`src/rtl/mem_port_arbiter.sv`:
```
// Two-requester arbiter sharing one SRAM-like memory port (fetch vs. data).
// Data wins by default; a saturating starvation counter forces a fetch grant.
//
// state | meaning
// IDLE  | no transaction outstanding, arbitrate and accept one request
// REQ   | mem_req driven with registered fields, waiting for mem_addr_ok
// RESP  | request accepted downstream, waiting for mem_data_ok
module mem_port_arbiter #(
  parameter int ADDR_W     = 32,
  parameter int DATA_W     = 32,
  parameter int STARVE_MAX = 4
) (
  input  logic                clk,
  input  logic                resetn,
  input  logic                inst_req,
  input  logic [ADDR_W-1:0]   inst_addr,
  output logic                inst_addr_ok,
  output logic                inst_data_ok,
  output logic [DATA_W-1:0]   inst_rdata,
  input  logic                data_req,
  input  logic                data_wr,
  input  logic [DATA_W/8-1:0] data_wstrb,
  input  logic [ADDR_W-1:0]   data_addr,
  input  logic [DATA_W-1:0]   data_wdata,
  output logic                data_addr_ok,
  output logic                data_data_ok,
  output logic [DATA_W-1:0]   data_rdata,
  output logic                mem_req,
  output logic                mem_wr,
  output logic [DATA_W/8-1:0] mem_wstrb,
  output logic [ADDR_W-1:0]   mem_addr,
  output logic [DATA_W-1:0]   mem_wdata,
  input  logic                mem_addr_ok,
  input  logic                mem_data_ok,
  input  logic [DATA_W-1:0]   mem_rdata
);

  localparam int CNT_W = $clog2(STARVE_MAX + 1);

  typedef enum logic [1:0] {ST_IDLE, ST_REQ, ST_RESP} state_t;

  state_t           state, state_nxt;
  logic             owner_inst;
  logic [CNT_W-1:0] starve_cnt;
  logic             grant_inst, grant_data, done;

  always_comb begin
    state_nxt  = state;
    grant_inst = 1'b0;
    grant_data = 1'b0;
    done       = 1'b0;
    case (state)
      ST_IDLE: begin
        grant_inst = inst_req && (!data_req || starve_cnt == CNT_W'(STARVE_MAX));
        grant_data = data_req && !grant_inst;
        if (grant_inst || grant_data) state_nxt = ST_REQ;
      end
      ST_REQ: begin
        if (mem_addr_ok) begin
          done      = mem_data_ok;
          state_nxt = mem_data_ok ? ST_IDLE : ST_RESP;
        end
      end
      ST_RESP: begin
        if (mem_data_ok) begin
          done      = 1'b1;
          state_nxt = ST_IDLE;
        end
      end
      default: state_nxt = ST_IDLE;
    endcase
  end

  // Accept pulses are combinational from requests, so mask them while reset is held.
  assign inst_addr_ok = grant_inst & resetn;
  assign data_addr_ok = grant_data & resetn;
  assign inst_data_ok = done & owner_inst;
  assign data_data_ok = done & ~owner_inst;
  assign inst_rdata   = mem_rdata;
  assign data_rdata   = mem_rdata;

  always_ff @(posedge clk or negedge resetn) begin
    if (!resetn) begin
      state      <= ST_IDLE;
      owner_inst <= 1'b0;
      starve_cnt <= '0;
      mem_req    <= 1'b0;
      mem_wr     <= 1'b0;
      mem_wstrb  <= '0;
      mem_addr   <= '0;
      mem_wdata  <= '0;
    end else begin
      state <= state_nxt;
      if (grant_inst) begin
        owner_inst <= 1'b1;
        starve_cnt <= '0;
        mem_req    <= 1'b1;
        mem_wr     <= 1'b0;
        mem_wstrb  <= '0;
        mem_addr   <= inst_addr;
        mem_wdata  <= '0;
      end else if (grant_data) begin
        owner_inst <= 1'b0;
        if (!inst_req)
          starve_cnt <= '0;
        else if (starve_cnt != CNT_W'(STARVE_MAX))
          starve_cnt <= starve_cnt + CNT_W'(1);
        mem_req    <= 1'b1;
        mem_wr     <= data_wr;
        mem_wstrb  <= data_wr ? data_wstrb : '0;
        mem_addr   <= data_addr;
        mem_wdata  <= data_wdata;
      end else if (state == ST_REQ && mem_addr_ok) begin
        mem_req <= 1'b0;
      end
    end
  end

endmodule

```
`config.mk`:
```
export PLATFORM = sky130hd
export DESIGN_NAME = mem_port_arbiter
export DESIGN_NICKNAME = d
export VERILOG_FILES = /design/src/rtl/mem_port_arbiter.sv
export SDC_FILE = /design/constraint.sdc
export NUM_CORES = 1
export LEC_CHECK = 0
export ABC_AREA = 1
export BUFFER_PORTS_ARGS = -buffer_cell sky130_fd_sc_hd__buf_2
export CORE_AREA = 2 2 107 109
export CTS_BUF_LIST = sky130_fd_sc_hd__clkbuf_8
export DETAILED_ROUTE_END_ITERATION = 12
export DIE_AREA = 0 0 109 111
export GPL_ROUTABILITY_DRIVEN = 0
export PLACE_DENSITY = 0.79
export SYNTH_ARGS = -nofsm -noshare
export SYNTH_HDL_FRONTEND = slang
export SYNTH_SLANG_ARGS = --single-unit
```
`constraint.sdc`:
```
create_clock -name clk -period 3.9 [get_ports clk]
set_input_delay 0.195 -clock clk [delete_from_list [all_inputs] [get_ports clk]]
set_output_delay 0.195 -clock clk [all_outputs]
set_load 0.01 [all_outputs]
```
* After elaboration in Yosys (flattened, before gate mapping)
Index checks and enable logic that the tools add are counted.
Cells by class: equal/unequal tests 8, add/subtract/negate cells 1, muxes and demuxes 28, bitwise logic cells 5, reductions and logical operators 12
Operator list (count):
- 32-bit 2-to-1 mux | 4
- 3-bit 2-to-1 mux | 4
- 4-bit 2-to-1 mux | 3
- 1-bit 2-to-1 mux | 11
- 2-bit 2-to-1 mux | 4
- 2-bit inequality test (second input constant) | 3
- 2-bit one-hot mux with 3 select lines | 1
- 1-bit bitwise AND | 4
- 3-bit by 1-bit adder with 3-bit output (second input constant) | 1
- 3-bit equality test (second input constant) | 1
- 1-bit logical AND | 3
- 3-bit by 1-bit inequality test with 1-bit output (second input constant) | 1
- 3-bit inequality test (second input constant) | 1
- 3-bit AND reduction | 1
- 3-bit nonzero test | 1
- 2-bit by 1-bit equality test with 1-bit output (second input constant) | 1
- 2-bit equality test (second input constant) | 1
- 1-bit logical NOT | 2
- 2-bit logical NOT | 1
- 1-bit logical OR | 2
- 1-bit one-hot mux with 2 select lines | 1
- 2-bit AND reduction | 1
- 2-bit nonzero test | 1
- 1-bit inverter | 1
Storage, ports and cells: register bits after elaboration 76, logic and storage cells 62

* Logic depth before layout (Yosys ltp)
Gate-level depths: netlist (run 1).
depth in word-level cells 8, depth in mapped cells 10

* Worst setup path after synthesis (run 1)
Ideal clock, no wire load.
path type register -> output, from reg state[0], to out data_addr_ok, arrival 1.273 ns, path buffers 2, slack 2.432 ns, cell stages (with the launch flop) 9, cells stage by stage dfrtp_1 > inv_1 > ha_1 > buf_4 > nand2_1 > inv_2 > nand2_2 > buf_4 > nor2_1
On the way: cells in the longest elaborated chain, start to end 3
RTL lines:
- from (decl) | RTL line 42 | state_t state, state_nxt;
- from (signal assigned) | RTL line 93 | state <= state_nxt;
- 2-bit logical NOT | RTL line 52 | case (state)
- 1-bit 2-to-1 mux | RTL line 52
- 1-bit bitwise AND | RTL line 76 | assign data_addr_ok = grant_data & resetn;
- to (decl) | RTL line 25 | output logic data_addr_ok,
No other way between the ends.

* Worst setup path after layout (run 1)
from reg starve_cnt[0], to out data_addr_ok
On the way: cells in the longest elaborated chain, start to end 7
RTL lines:
- from (decl) | RTL line 44 | logic [CNT_W-1:0] starve_cnt;
- from (signal assigned) | RTL line 107 | starve_cnt <= starve_cnt + CNT_W'(1);
- 3-bit equality test | RTL line 54 | grant_inst = inst_req && (!data_req || starve_cnt == CNT_W'(STARVE_MAX));
- 1-bit logical OR | RTL line 54
- 1-bit logical AND | RTL line 54
- 1-bit logical NOT | RTL line 55 | grant_data = data_req && !grant_inst;
- 1-bit logical AND | RTL line 55
- 1-bit 2-to-1 mux | RTL line 52
- 1-bit bitwise AND | RTL line 76
No other way between the ends.

==> impl_metrics.toml, run 1 <==
[run_status]
status = "completed"

[timing]
period_utilisation_layout_pct = 71.92
worst_pin_slew_ps = 738.9
relSlewSlack_pct = 50.68
final_critical_path_setup_slack_ps = 1095
fmax_mhz = 356.5
rsz_0062_raised_after_global_routing = "false"
skew_ps = 9.369
timing.final.crit_period_ps = 2805
final_setup_violation_count = 0
drv_slew = 0
setup_total_negative_slack_ps = 0
hold_violations = 0

[synthesis]
synthCells = 563
synth_warnings = 0
postSynthRegisterBits = 76
avgSynthCellArea_um2 = 7.523
seq_area_frac_synth_pct = 44.90
post_synth_instance_area_mm2 = 0.004235
ys_types = 17
post_synth_net_total = 708

[power_and_ir_drop]
vdd.ir_drop.worst_uv = 303.5
swShare_pct = 42.03
p_leak_nw = 3.137
power-per-cell-area_mw_per_mm2 = 749.6
p_comb_share_pct = 44.7
switching_component_of_the_power_mw = 1.546
pwr-share-clk_pct = 18.4
intPower_mw = 2.133
share_seq_of_total_power_pct = 36.9

[clock_network]
cts-root-buf = "clkbuf_8"
cts.path.max_buffers = 2
insertion_delay_ps = 350
htree_num_levels = 3
tritoncts.num_buffers = 9
clkTransAtPathRegs_ps = 90
cts_num_sinks = 76
cts_tree = "done"

[detailed_routing]
drt_iter0_markers = 232
finalWirelength_mm = 10.50
route.detailed.drc = 0
drt.antenna.violating_nets = 0
route.detailed.vias_per_inst = 4.562
via_count = 3718
first_pass_iters = 4
routedWlPerCell_um = 12.89

[grt]
gr_layer_usage_met1_pct = 21.99
grt-ovfl-total = 0
grt.total_usage_pct = 17.90
grt_use_met3_pct = 5.585
grt_first_pass_wirelength_mm = 16.95
antenna_found_initial = 0
gr-max-usage-layer = "met2"
first_global_vias = 3489
met2_usage_pct = 28.99
largest_net_degree_at_the_start_of_global_routing = 50

[die]
die_width_um = 109
ios = 277
std_cell_core_area_mm2 = 0.01108
fp-row-count = 39
die_y_um = 111
fp.dieArea_mm2 = 0.01210
starting_density_of_the_core_pct = 38.24

[finish]
fin_nets = 812
final_core_util_pct = 44.31
fin_area_mm2 = 0.004908
drive_gt1_share_pct = 31.10
insertedDiodeCount = 0
areaGrowthSynthToFinish_pct = 15.89

[critical_path]
timing.critical_path.fanout_max = 38
r2r.worst_path.cells = 9
critPathCaptureType = "output port"
reg2reg_slack_ps = 1620
rr_startpoint = "starve_cnt[0]"
setup.worst_path.class = "flip-flop to output port"
critPathLaunchType = "flip-flop"
required_arrival_time_at_the_worst_endpoint_ps = 3700
setup.worst_path.end = "data_addr_ok"
worst_ep_arrival_time_ps = 2610
timing.critical_path.from = "starve_cnt[0]"
regToRegEndpoint = "mem_addr[21]"

[flow_run]
drv_cap = 0

[worst_hold_path]
timing.hold.worst_path_depth = 3
min-delay-path-class = "primary input to flip-flop"

[place]
postPlaceCellArea_mm2 = 0.004677
post-dp-hpwl_mm = 7.363
numPortBuffers = 180
dp_worst_setup_slack_ps = 1450
## state kept, by name (all words and copies together) (netlist names)
register	count
mem_addr	32
mem_wdata	32
mem_wstrb	4
starve_cnt	3
state	2
mem_req	1
mem_wr	1
owner_inst	1
## stage by stage
| step | hold slack, ps | total power [mW] | std cells |
|---|---|---|---|
| 6_report | 58.51 | 3.679 | 815 |
| 5_1_grt | 36.86 | 4.016 | 815 |
| 3_3_place_gp | 138.5 | 2.991 | 798 |
| 3_5_place_dp | 150.3 | 3.033 | 798 |
| 2_1_floorplan | -100.6 | 2.498 | 563 |
| 4_1_cts | 39.50 | 3.729 | 815 |
## cell type report
cell class,instances,area [um^2]
clock buffer,9,123.9
clock inverter,7,97.59
fill,1169,6168
inverter,49,183.9
multi-input combinational,346,1479
sequential,76,1902
tap,143,178.9
timing repair buffer,185,943.4
## cells in the mapped netlist
cell,count,area share (%)
buf_2,11,1.3
buf_4,75,13
buf_6,4,1.1
clkbuf_1,2,0.18
dfrtp_1,76,45
ha_1,6,1.8
inv_1,46,4.1
inv_2,3,0.27
nand2_1,250,22
nand2_2,5,0.74
nand3_1,68,8.0
nand3_2,1,0.24
nand4_1,5,0.74
nor2_1,5,0.44
o211ai_1,1,0.18
o21ai_0,4,0.47
o22ai_1,1,0.15
## worst min path at each step
stage	endpoint	slack, ps	from
final	mem_wdata[3]	60	data_wdata[3]
after CTS	mem_wdata[1]	40	data_wdata[1]
after global placement	mem_addr[15]	140	resetn
after detailed placement	mem_addr[15]	150	resetn
after global routing	mem_wdata[9]	40	data_wdata[9]
after floorplan	mem_addr[0]	-100	resetn
## logic make-up (layout without fill, tap and decap cells)
family                     Yosys count  in the layout  synth area share (%)
AOI/OAI and AO/OA                    6              6                0.7978
and+or+nand+nor                    334            334                 32.35
DFF                                 76             76                 44.90
buffers and inverters              141            250                 20.18
adders and majority gates            6              6                 1.772
## layout by cell type, fill, tap and decap left out, types with 2 or more instances in the layout
master and count:
nand2_1 250, ha_1 6, inv_1 46, buf_4 5, buf_2 179, clkbuf_8 9
inv_6 2, nand4_1 5, clkinvlp_4 2, inv_2 3, o21ai_0 4, dfrtp_1 76
nand3_1 68, bufinv_16 2, nor2_1 5, nand2_2 5
## worst max-delay path, stage by stage (launching register included)
cell and delay [ps]:
dfrtp_1 400, inv_1 60, ha_1 180, nand2_1 80, nand2_2 70, nand2_2 510
nand2_2 580, nor2_1 220, buf_2 160
## timing repair
item,in CTS,in global routing
resized for setup,0,0
setup buffers,0,0
hold endpoints to repair,27,0
hold buffers,1,0
## power by group through the flow
stage	clock network (mW)	registers, mW	logic, mW
after detailed placement	0	1.36	1.67
after global routing	0.736	1.41	1.87
after global placement	0	1.36	1.63
after CTS	0.700	1.36	1.67
after floorplan	0	1.52	0.974
final	0.676	1.36	1.64
## per-layer routing
metal,wire length (um),vias to the layer above
li1,-,1852
met1,4291,1682
met2,5054,156
met3,939,28
met4,218,0
met5,0,-
Note: power is estimated with default switching activity, not from simulation.
==> inputs of run 2 (changes only) <==
--- a/config.mk
+++ b/config.mk
@@ -7,12 +7,12 @@
 export LEC_CHECK = 0
 export ABC_AREA = 1
 export BUFFER_PORTS_ARGS = -buffer_cell sky130_fd_sc_hd__buf_2
-export CORE_AREA = 2 2 107 109
+export CORE_AREA = 2 2 108 110
 export CTS_BUF_LIST = sky130_fd_sc_hd__clkbuf_8
 export DETAILED_ROUTE_END_ITERATION = 12
-export DIE_AREA = 0 0 109 111
+export DIE_AREA = 0 0 110 112
 export GPL_ROUTABILITY_DRIVEN = 0
-export PLACE_DENSITY = 0.79
+export PLACE_DENSITY = 0.78
 export SYNTH_ARGS = -nofsm -noshare
 export SYNTH_HDL_FRONTEND = slang
 export SYNTH_SLANG_ARGS = --single-unit
==> constraint.sdc (replaced) <==
create_clock -name clk -period 2.9 [get_ports clk]
set_input_delay 0.145 -clock clk [delete_from_list [all_inputs] [get_ports clk]]
set_output_delay 0.145 -clock clk [all_outputs]
set_load 0.01 [all_outputs]
==> impl_metrics.toml, run 2 (synthesized netlist as in run 1, its figures left out) <==
[run_status]
status = "completed"

[critical_path]
cp.buffers_inverters = 4
cp_top_family = "simple AND/OR/NAND/NOR gates"
critPathCaptureType = "output port"
cp_cell_sequence = "inv_1, ha_1, buf_4, nand2_1, inv_2, nand2_2, nor2_1, buf_2"
crit_slowest_cell = "dfrtp_1"
setup.worst_path.class = "flip-flop to output port"
required_arrival_time_at_the_worst_endpoint_ps = 2760
critPathLaunchType = "flip-flop"
timing.critical_path.fanout_max = 33
worst_ep_arrival_time_ps = 2180
critPathMaxStageDelay_ps = 420

[grt]
first_global_vias = 3605
grt_first_pass_wirelength_mm = 17.65
largest_net_degree_at_the_start_of_global_routing = 49
antenna_found_initial = 0
grt.total_usage_pct = 18.56
grt-ovfl-total = 0

[detailed_routing]
drt.antenna.violating_nets = 0
drt_iter0_markers = 271
finalWirelength_mm = 11.00
route.detailed.drc = 0
route.detailed.vias_per_inst = 4.587
via_count = 3816
routedWlPerCell_um = 13.23
first_pass_iters = 5

[power_and_ir_drop]
p_leak_nw = 3.206
power-per-cell-area_mw_per_mm2 = 975.8
vdd.ir_drop.worst_uv = 383.1
totalPowerFinal_mw = 4.929

[clock_network]
cts_resizes = 0
post_cts_buffers = 0
insertion_delay_ps = 350
cts_num_sinks = 76
cts-root-buf = "clkbuf_8"
cts_tree = "done"
cts.path.max_buffers = 2
tritoncts.num_buffers = 9
clkTransAtPathRegs_ps = 90
htree_num_levels = 3

[timing]
skew_ps = 8.470
hold_violations = 0
worst_pin_slew_ps = 622.8
hold-worst-slack_ps = 19.67
relSlewSlack_pct = 58.34
drv_slew = 0
setup_total_negative_slack_ps = 0
final_setup_violation_count = 0
timing.final.crit_period_ps = 2324
period_utilisation_layout_pct = 80.14
rsz_0062_raised_after_global_routing = "false"
fmax_mhz = 430.3

[place]
post-dp-hpwl_mm = 7.582
postPlaceCellArea_mm2 = 0.004720
numPortBuffers = 180
placedCellCount = 802

[flow_run]
drv_cap = 0

[die]
starting_density_of_the_core_pct = 37.90
die_width_um = 110
die_y_um = 112
std_cell_core_area_mm2 = 0.01117
fp-row-count = 39
ios = 277
fp.dieArea_mm2 = 0.01232

[finish]
top_regs = "mem_addr x32, mem_wdata x32, mem_wstrb x4"
fillerInstances = 1124
most-common-layout-cells = "nand2_1, buf_2, dfrtp_1"
drive_gt1_share_pct = 30.77
fin_area_mm2 = 0.005051
areaGrowthSynthToFinish_pct = 19.26
final_common_cell = "nand2_1"
insertedDiodeCount = 0
post_layout_nonfiller_instances = 832
fin_nets = 829

[worst_hold_path]
min-delay-path-class = "primary input to flip-flop"
-- run 2: power breakdown --
part           internal (mW)  switching, mW  total (mW)
logic                  0.869           1.41        2.28
registers               1.56          0.287        1.85
clock network          0.394          0.405       0.799
total                   2.82           2.11        4.93
-- run 2: repair_timing --
| item | 4_1_cts | 5_1_grt |
|---|---|---|
| hold buffers | 14 | 0 |
| endpoints found under the setup margin | 0 | 0 |
| hold endpoints to repair | 41 | 0 |
-- run 2: routing by layer --
metal	wire length [um]	track usage [%]	share of wire, %	up-vias
met2	5150	28.71	47	160
met3	932	4.918	8.5	36
li1	-	-	-	1889
met1	4597	23.44	42	1731
met4	325	9.958	3.0	0
met5	0	0	0	-
-- run 2: layout make-up --
class | instances | area [um^2] | area share [%]
multi-input cells | 346 | 1479 | 29.28
inverters | 49 | 183.9 | 3.641
clock buffers | 9 | 123.9 | 2.452
repair buffers | 202 | 1116 | 22.10
well taps | 143 | 178.9 | 3.542
flip-flops and latches | 76 | 1902 | 37.65
clock inverters | 7 | 67.56 | 1.338
-- run 2: worst reg2reg max path, stage by stage (launching register included) --
cell	delay [ps]
dfrtp_1	420
inv_1	120
ha_1	210
buf_4	220
nand3_2	440
buf_4	370
nand3_1	90
nand2_1	50
-- run 2: stage by stage --
step / util, % / setup WS, ps
after floorplan: - / 1482
after detailed placement: 42.23 / 914.7
after global placement: 42.23 / 929.2
after global routing: 45.20 / 385.7
final: 45.20 / 575.9
after CTS: 45.20 / 540.7
-- run 2: final timing paths --
kind | startpoint | end | slack, ps | cells past startpoint
setup / recovery | state[1] | data_addr_ok | 580 | 8
hold / removal | data_wdata[24] | mem_wdata[24] | 20 | 3
setup reg to reg | state[1] | starve_cnt[2] | 870 | 7
hold reg to reg | mem_wdata[10] | mem_wdata[10] | 480 | 2
max in group asynchronous | resetn | mem_addr[6] | 1680 | 3
min in group asynchronous | resetn | mem_addr[14] | 280 | 2
==> inputs of run 3 (changes only) <==
==> constraint.sdc (replaced) <==
create_clock -name clk -period 2.26 [get_ports clk]
set_input_delay 0.113 -clock clk [delete_from_list [all_inputs] [get_ports clk]]
set_output_delay 0.113 -clock clk [all_outputs]
set_load 0.01 [all_outputs]
==> impl_metrics.toml, run 3 (synthesized netlist as in run 1, its figures left out) <==
[finish]
final_common_cell = "nand2_1"
insertedDiodeCount = 0
fillerInstances = 1123
fin_nets = 854
top_regs = "mem_addr x32, mem_wdata x32, mem_wstrb x4"
most-common-layout-cells = "nand2_1, buf_2, dfrtp_1"
drive_gt1_share_pct = 30.25
areaGrowthSynthToFinish_pct = 24.96

[grt]
grt_first_pass_wirelength_mm = 17.97
largest_net_degree_at_the_start_of_global_routing = 44
grt.total_usage_pct = 18.64
antenna_found_initial = 0
first_global_vias = 3772
grt-ovfl-total = 0

[clock_network]
htree_num_levels = 3
cts.path.max_buffers = 2
tritoncts.num_buffers = 9
insertion_delay_ps = 350
cts_tree = "done"
clkTransAtPathRegs_ps = 80
cts-root-buf = "clkbuf_8"
cts_num_sinks = 76
post_cts_buffers = 0

[timing]
drv_slew = 0
skew_ps = 9.708
worst_pin_slew_ps = 493.0
timing.final.crit_period_ps = 2003
fmax_mhz = 499.2
final_critical_path_setup_slack_ps = 256.9
final_setup_violation_count = 0
setup_total_negative_slack_ps = 0
rsz_0062_raised_after_global_routing = "false"
relSlewSlack_pct = 67.13
period_utilisation_layout_pct = 88.63
hold_violations = 0

[die]
ios = 277
fp.dieArea_mm2 = 0.01232
fp-row-count = 39
die_y_um = 112
die_width_um = 110
std_cell_core_area_mm2 = 0.01117
starting_density_of_the_core_pct = 37.90

[critical_path]
worst_ep_arrival_time_ps = 1890
critPathLaunchType = "flip-flop"
setup.worst_path.class = "flip-flop to output port"
critPathCaptureType = "output port"
required_arrival_time_at_the_worst_endpoint_ps = 2150
timing.critical_path.fanout_max = 12

[detailed_routing]
route.detailed.drc = 0
drt_iter0_markers = 336
route.detailed.vias_per_inst = 4.568
finalWirelength_mm = 11.22
routedWlPerCell_um = 13.09
via_count = 3915
drt.antenna.violating_nets = 0
first_pass_iters = 4

[power_and_ir_drop]
power-per-cell-area_mw_per_mm2 = 1200
p_leak_nw = 3.315
vdd.ir_drop.worst_uv = 511.1

[flow_run]
drv_cap = 0

[place]
dp_worst_setup_slack_ps = 525.8
numPortBuffers = 180
post-dp-hpwl_mm = 7.572

[worst_hold_path]
min-delay-path-class = "primary input to flip-flop"

[run_status]
status = "completed"
run 3: final timing paths:
check | startpoint | endpoint | slack, ps | cells past startpoint
min | data_wdata[31] | mem_wdata[31] | 20 | 3
max | state[0] | data_addr_ok | 260 | 8
min in group asynchronous | resetn | mem_wdata[28] | 150 | 2
max in group asynchronous | resetn | mem_addr[6] | 1350 | 3
max reg2reg | state[0] | mem_addr[3] | 520 | 7
min reg2reg | mem_addr[4] | mem_addr[4] | 480 | 2
run 3: cell type report:
class | count | area (um^2) | area share (%)
Clock inverter | 7 | 68.82 | 1.300
Inverter | 49 | 183.9 | 3.475
Sequential cell | 76 | 1902 | 35.93
Clock buffer | 9 | 123.9 | 2.340
Tap cell | 143 | 178.9 | 3.381
Multi-Input combinational cell | 346 | 1479 | 27.94
Timing Repair Buffer | 227 | 1356 | 25.63
run 3: worst max-delay path, stage by stage, from the launching register on:
cell,delay [ps]
dfrtp_1,400
inv_1,110
ha_1,290
nand2_1,100
inv_2,70
nand2_2,140
buf_4,230
nor2_1,80
buf_2,130
run 3: power breakdown:
group          internal (mW)  total [mW]  switching (mW)
Sequential              2.00        2.35           0.349
Clock                  0.506        1.03           0.522
Combinational           1.15        2.97            1.82
Total                   3.66        6.35            2.69
run 3: repair_timing:
item / in CTS / in global routing
hold buffers: 34 / 1
hold endpoints to repair: 70 / 1
resized for setup: 0 / 0
run 3: metal layers:
| metal | GRT usage (%) | vias to the layer above | wire (um) |
|---|---|---|---|
| met2 | 30.84 | 167 | 5419 |
| met4 | 9.536 | 0 | 321 |
| met3 | 4.684 | 36 | 845 |
| met1 | 22.07 | 1769 | 4636 |
| met5 | 0 | - | 0 |
| li1 | - | 1943 | - |
run 3: per-stage QoR:
stage,cells,power (mW),cell area (um^2),hold slack (ps),util [%]
2_1_floorplan,563,4.311,4235,-182.6,-
3_3_place_gp,806,5.240,4750,-18.98,42.50
3_5_place_dp,806,5.302,4750,-17.96,42.50
4_1_cts,856,6.412,5283,0.03783,47.27
5_1_grt,857,6.900,5293,16.95,47.36
6_report,857,6.349,5293,16.10,47.36
